[src/rtl/pwm_fade_sequencer.sv]
// Breathing-fade controller for one pwm instance: ramps duty min->max, holds, ramps
// max->min, holds and loops. Duty updates land only on shadow PWM period boundaries.
module pwm_fade_sequencer #(
  parameter int N          = 8,
  parameter int PRESCALE_W = 16,
  parameter int HOLD_W     = 8
) (
  input  logic                  clk,
  input  logic                  rst,
  input  logic                  start,
  input  logic                  stop,
  input  logic [PRESCALE_W-1:0] prescale,
  input  logic [N-1:0]          duty_min,
  input  logic [N-1:0]          duty_max,
  input  logic [HOLD_W-1:0]     hold_periods,
  output logic                  ena,
  output logic                  step,
  output logic [N-1:0]          duty,
  output logic                  busy,
  output logic                  cycle_done,
  output logic                  cfg_err
);

  typedef enum logic [2:0] {
    IDLE      = 3'd0,
    RAMP_UP   = 3'd1,
    HOLD_HIGH = 3'd2,
    RAMP_DOWN = 3'd3,
    HOLD_LOW  = 3'd4
  } state_t;

  state_t                r_state, w_nstate;
  logic [PRESCALE_W-1:0] r_pcnt, r_prescale_q;
  logic [N-1:0]          r_pcount, r_duty, r_min_q, r_max_q;
  logic [HOLD_W-1:0]     r_hcnt, r_hold_q;
  logic                  r_stop_pend, r_cycle_done, r_cfg_err;

  logic                  w_run, w_step, w_pend, w_hold_zero, w_hold_done;
  logic [HOLD_W-1:0]     w_hold_last;
  logic [N-1:0]          w_duty_nxt;
  logic [HOLD_W-1:0]     w_hcnt_nxt;
  logic                  w_done_nxt, w_err_nxt, w_latch;

  // Outputs that must fall with async reset are decoded straight from state.
  assign w_run       = (r_state != IDLE);
  assign w_step      = w_run && (r_pcnt == r_prescale_q);
  assign w_pend      = w_step && (&r_pcount);
  assign w_hold_zero = (r_hold_q == '0);
  assign w_hold_last = r_hold_q - HOLD_W'(1);
  assign w_hold_done = (r_hcnt == w_hold_last);

  assign ena        = w_run;
  assign busy       = w_run;
  assign step       = w_step;
  assign duty       = r_duty;
  assign cycle_done = r_cycle_done;
  assign cfg_err    = r_cfg_err;

  always_comb begin
    w_nstate   = r_state;
    w_duty_nxt = r_duty;
    w_hcnt_nxt = r_hcnt;
    w_done_nxt = 1'b0;
    w_err_nxt  = 1'b0;
    w_latch    = 1'b0;
    unique case (r_state)
      IDLE: begin
        w_duty_nxt = '0;
        w_hcnt_nxt = '0;
        if (start && !stop) begin
          if (duty_min > duty_max) begin
            w_err_nxt = 1'b1;
          end else begin
            w_latch    = 1'b1;
            w_duty_nxt = duty_min;
            w_nstate   = RAMP_UP;
          end
        end
      end
      RAMP_UP: begin
        if (w_pend) begin
          if (r_duty == r_max_q) begin
            w_hcnt_nxt = '0;
            w_nstate   = w_hold_zero ? RAMP_DOWN : HOLD_HIGH;
          end else begin
            w_duty_nxt = r_duty + N'(1);
          end
        end
      end
      HOLD_HIGH: begin
        if (w_pend) begin
          if (w_hold_done) begin
            w_hcnt_nxt = '0;
            w_nstate   = RAMP_DOWN;
          end else begin
            w_hcnt_nxt = r_hcnt + HOLD_W'(1);
          end
        end
      end
      RAMP_DOWN: begin
        if (w_pend) begin
          if (r_duty == r_min_q) begin
            w_hcnt_nxt = '0;
            if (r_stop_pend) begin
              w_nstate   = IDLE;
              w_duty_nxt = '0;
              w_done_nxt = 1'b1;
            end else if (w_hold_zero) begin
              w_nstate   = RAMP_UP;
              w_done_nxt = 1'b1;
            end else begin
              w_nstate   = HOLD_LOW;
            end
          end else begin
            w_duty_nxt = r_duty - N'(1);
          end
        end
      end
      HOLD_LOW: begin
        if (w_pend) begin
          if (w_hold_done) begin
            w_hcnt_nxt = '0;
            w_nstate   = RAMP_UP;
            w_done_nxt = 1'b1;
          end else begin
            w_hcnt_nxt = r_hcnt + HOLD_W'(1);
          end
        end
      end
      default: begin
        w_nstate   = IDLE;
        w_duty_nxt = '0;
        w_hcnt_nxt = '0;
      end
    endcase
  end

  always_ff @(posedge clk or posedge rst) begin
    if (rst) begin
      r_state      <= IDLE;
      r_duty       <= '0;
      r_hcnt       <= '0;
      r_cycle_done <= 1'b0;
      r_cfg_err    <= 1'b0;
    end else begin
      r_state      <= w_nstate;
      r_duty       <= w_duty_nxt;
      r_hcnt       <= w_hcnt_nxt;
      r_cycle_done <= w_done_nxt;
      r_cfg_err    <= w_err_nxt;
    end
  end

  // Prescaler and shadow period counter sit at zero in IDLE so a fresh start
  // lines up with a freshly enabled pwm counter.
  always_ff @(posedge clk or posedge rst) begin
    if (rst) begin
      r_pcnt   <= '0;
      r_pcount <= '0;
    end else if (!w_run) begin
      r_pcnt   <= '0;
      r_pcount <= '0;
    end else if (w_step) begin
      r_pcnt   <= '0;
      r_pcount <= r_pcount + N'(1);
    end else begin
      r_pcnt   <= r_pcnt + PRESCALE_W'(1);
    end
  end

  always_ff @(posedge clk or posedge rst) begin
    if (rst) begin
      r_stop_pend <= 1'b0;
    end else if (!w_run) begin
      r_stop_pend <= 1'b0;
    end else if (stop) begin
      r_stop_pend <= 1'b1;
    end
  end

  always_ff @(posedge clk or posedge rst) begin
    if (rst) begin
      r_prescale_q <= '0;
      r_min_q      <= '0;
      r_max_q      <= '0;
      r_hold_q     <= '0;
    end else if (w_latch) begin
      r_prescale_q <= prescale;
      r_min_q      <= duty_min;
      r_max_q      <= duty_max;
      r_hold_q     <= hold_periods;
    end
  end

endmodule

[config.mk]
export PLATFORM = sky130hd
export DESIGN_NAME = pwm_fade_sequencer
export DESIGN_NICKNAME = d
export VERILOG_FILES = /design/src/rtl/pwm_fade_sequencer.sv
export SDC_FILE = /design/constraint.sdc
export NUM_CORES = 1
export LEC_CHECK = 0
export ABC_CLOCK_PERIOD_IN_PS = 3700
export CAP_MARGIN = 20
export CORE_MARGIN = 2
export CORE_UTILIZATION = 45
export CTS_CLUSTER_SIZE = 40
export DETAILED_ROUTE_END_ITERATION = 8
export GPL_TIMING_DRIVEN = 0
export PLACE_DENSITY = 0.68
export SLEW_MARGIN = 20
export SYNTH_ARGS = -nofsm -noshare
export SYNTH_HDL_FRONTEND = slang
export SYNTH_SLANG_ARGS = --single-unit
[constraint.sdc]
create_clock -name clk -period 3.7 [get_ports clk]
set_input_delay 0.74 -clock clk [delete_from_list [all_inputs] [get_ports clk]]
set_output_delay 0.74 -clock clk [all_outputs]
set_load 0.02 [all_outputs]
==> key figures <==
Clocking
  • CTS Buffer Depth: 2
  • Root Driver: clkbuf_8
  • TritonCTS clock tree: done
  • Post-CTS Hold Buffers: 0
  • Num CTS Buffers: 9
  • Clk sinks: 86
  • Postcts setup bufs: 0
  • CTS H-tree depth: 3
  • Clock transition at the registers of the reported paths: 0.09 ns
  • Clk_lat worst skew: 0.36 ns

Global routing
  • Gr usage total: 20.7%
  • Initial antenna violation count: 0
  • Vias in the first global route: 3,982
  • GRT met3 Usage: 3.13%
  • Met1 Usage GRT: 28.2%
  • First-pass GRT wire length: 19,100 µm
  • GR Util met2: 32.7%
  • Largest net degree at the start of global routing: 46
  • GR peak layer: met2
  • Global route total overflow: 0

Timing
  • Fin Setup TNS: 0 ns
  • Final setup margin: 0.206 ns
  • Fin crit period: 3.49 ns
  • Slew @ Worst Pin: 1.04 ns
  • Setup skew after layout: 0.0103 ns
  • RSZ-0062 raised after global routing: false
  • Slew margin rel.: 29.8%
  • Endpoints failing setup: 0
  • Fin crit share: 94.4%
  • Max Slew Vio Count: 0
  • Hold Violations, Final: 0
  • Max Clk Rate: 286 MHz

Detailed routing
  • Residual DRC: 0
  • Drt wl/cell: 15.3 µm
  • Total Wirelength: 11,000 µm
  • Pre-antenna DRT Iters: 6
  • ANT nets after route: 0
  • Iteration-0 DRC Markers: 316
  • Vias per inst: 5.50
  • Vias: 3,938

Floorplan
  • Die area: 0.0118 mm²
  • DIE HEIGHT: 108 µm
  • Die span in x: 108 µm
  • Core Rows: 38
  • Core area: 0.0107 mm²
  • # IOs: 57
  • Initial Utilization: 45.7%

Pwr
  • Static leakage: 2.65 nW
  • Int Power: 0.00129 W
  • Sw Pwr: 0.000380 W
  • Peak supply drop: 0.145 mV
  • Clk pwr share: 38.3%
  • Logic pwr share: 5.7%
  • Switching share of power: 22.7%
  • Total Power: 0.00167 W
  • PwrDens: 285 mW/mm²
  • Seq pwr share: 56.1%

Place
  • Detailed Place HPWL: 8240 µm
  • # port buffers: 56
  • GP Congestion: 0.836
  • Post-place setup slack: -0.210 ns

Logic synthesis
  • FFs w/ async S/R, synth: 100%
  • Sequential fraction of the synthesis area: 43.9%
  • Syn Nets: 562
  • Post-Syn Area: 0.00491 mm²
  • Number of synthesized register bits: 86
  • Post-synth EDFFs: 0
  • Unique cell type count in the Yosys netlist: 52
  • Syn Area/Cell: 9.76 µm²
  • Yosys warns: 0
  • Post-synth top flop: dfrtp_1
  • Mapped Cells: 503

Worst setup path
  • Reg2Reg Setup Slack: 0.34 ns
  • Worst EP required: 2.96 ns
  • Crit path capture type: output port
  • WS Path Type: flop to output port
  • CP arrival: 2.75 ns
  • Crit path launch type: flop
  • Maximum fanout along the worst path: 10

Status
  • Run status: finished, final reports clean

Job
  • Max-cap violations: 0

Layout
  • Area delta synth->final: 19.7%
  • ANT cells: 0
  • Final nets: 630
  • Most frequent cells in the layout: 86 x dfrtp_1, 56 x clkdlybuf4s50_1, 50 x nor2_1
  • Share of layout cells above drive strength 1: 11.1%
  • Commonest non-fill, non-tap cell in the layout: dfrtp_1

Min path
  • Hold WC Path Type: flop to flop
final timing paths:
| kind | endpoint | cells past startpoint | startpoint |
|---|---|---|---|
| worst max-delay path | step | 6 | r_pcnt[2] |
| worst min register to register | r_min_q[1] | 2 | r_min_q[1] |
| worst max register to register | r_hcnt[0] | 6 | duty[4] |
| min in group asynchronous | r_max_q[1] | 2 | rst |
| worst min-delay path | r_min_q[1] | 2 | r_min_q[1] |
| max in group asynchronous | r_hcnt[5] | 3 | rst |
cell usage after synthesis (5+ instances only):
cell type / instances / area (µm²)
xnor2_1: 30 / 263
xor2_1: 35 / 307
clkbuf_1: 22 / 82.6
mux2_2: 33 / 372
nor3_1: 7 / 35.0
a2111o_1: 5 / 56.3
nand4_1: 7 / 43.8
a22o_1: 5 / 43.8
o21ai_0: 22 / 110
nand2b_1: 5 / 31.3
nor2_1: 50 / 188
a21oi_1: 7 / 35.0
nor4_1: 7 / 43.8
o22ai_1: 6 / 37.5
inv_1: 31 / 116
ha_1: 15 / 188
nand3_1: 25 / 125
dfrtp_1: 86 / 2150
nand2_1: 39 / 146
power by group through the flow:
stage,registers (W),logic [W],clock network (W)
floorplan,0.000958,0.0000321,0
global placement,0.000958,0.0000909,0
detailed placement,0.000958,0.0000962,0
CTS,0.000939,0.0000967,0.000660
global route,0.000939,0.000107,0.000703
finish,0.000939,0.0000946,0.000641
cell families (layout without fill, tap and decap cells):
family / count (synthesis) / in the layout / share of synthesized area, %
AO/OA/AOI/OAI: 85 / 85 / 12.6
flip-flops: 86 / 86 / 43.9
multiplexers: 34 / 34 / 7.78
adder cells (fa/ha/maj): 15 / 15 / 3.82
buffers and inverters: 56 / 129 / 4.51
XOR/XNOR: 65 / 65 / 11.6
AND/OR/NAND/NOR: 162 / 162 / 15.8
worst max-delay path: stages, from the launching register on:
cell and delay, ns:
dfrtp_1 0.45, xnor2_1 0.21, nand4_1 0.13, nor4_2 0.51, clkbuf_2 0.33, and2_1 0.16
clkdlybuf4s50_1 0.60
routing by layer:
metal	vias up	wire, µm
met3	20	484
met1	1896	5080
met4	0	208
li1	1907	-
met2	115	5210
met5	-	0
layout make-up:
| type | instances | area (µm²) |
|---|---|---|
| clock inverters | 3 | 26.3 |
| inverters | 31 | 119 |
| fillers | 1002 | 4870 |
| multi-input cells | 361 | 2540 |
| clock buffers | 13 | 169 |
| well taps | 140 | 175 |
| repair buffers | 57 | 581 |
| plain buffers | 25 | 106 |
| flip-flops and latches | 86 | 2150 |
metrics by stage:
stage                     utilization (%)  instance area (µm²)  std cells  hold slack (ns)
after floorplan                         -                 4910        503            0.469
after global placement               52.5                 5640        699            0.483
after detailed placement             52.7                 5670        700            0.493
after CTS                            54.6                 5870        716            0.512
after global routing                 54.6                 5870        716            0.531
final                                54.6                 5870        716            0.507
sequential cells by signal (all words and copies together), names as in the netlist, 3 cells and up:
register and count:
r_pcount 8, r_hcnt 8, r_pcnt 16, r_prescale_q 16, r_hold_q 8, r_min_q 8
r_state 3, r_max_q 8, duty 8
repair_timing:
action                     CTS  global route
resized for setup            1             3
setup endpoints to repair    1            18
gates cloned                 0             0
Power figures use the tool's default switching activity.
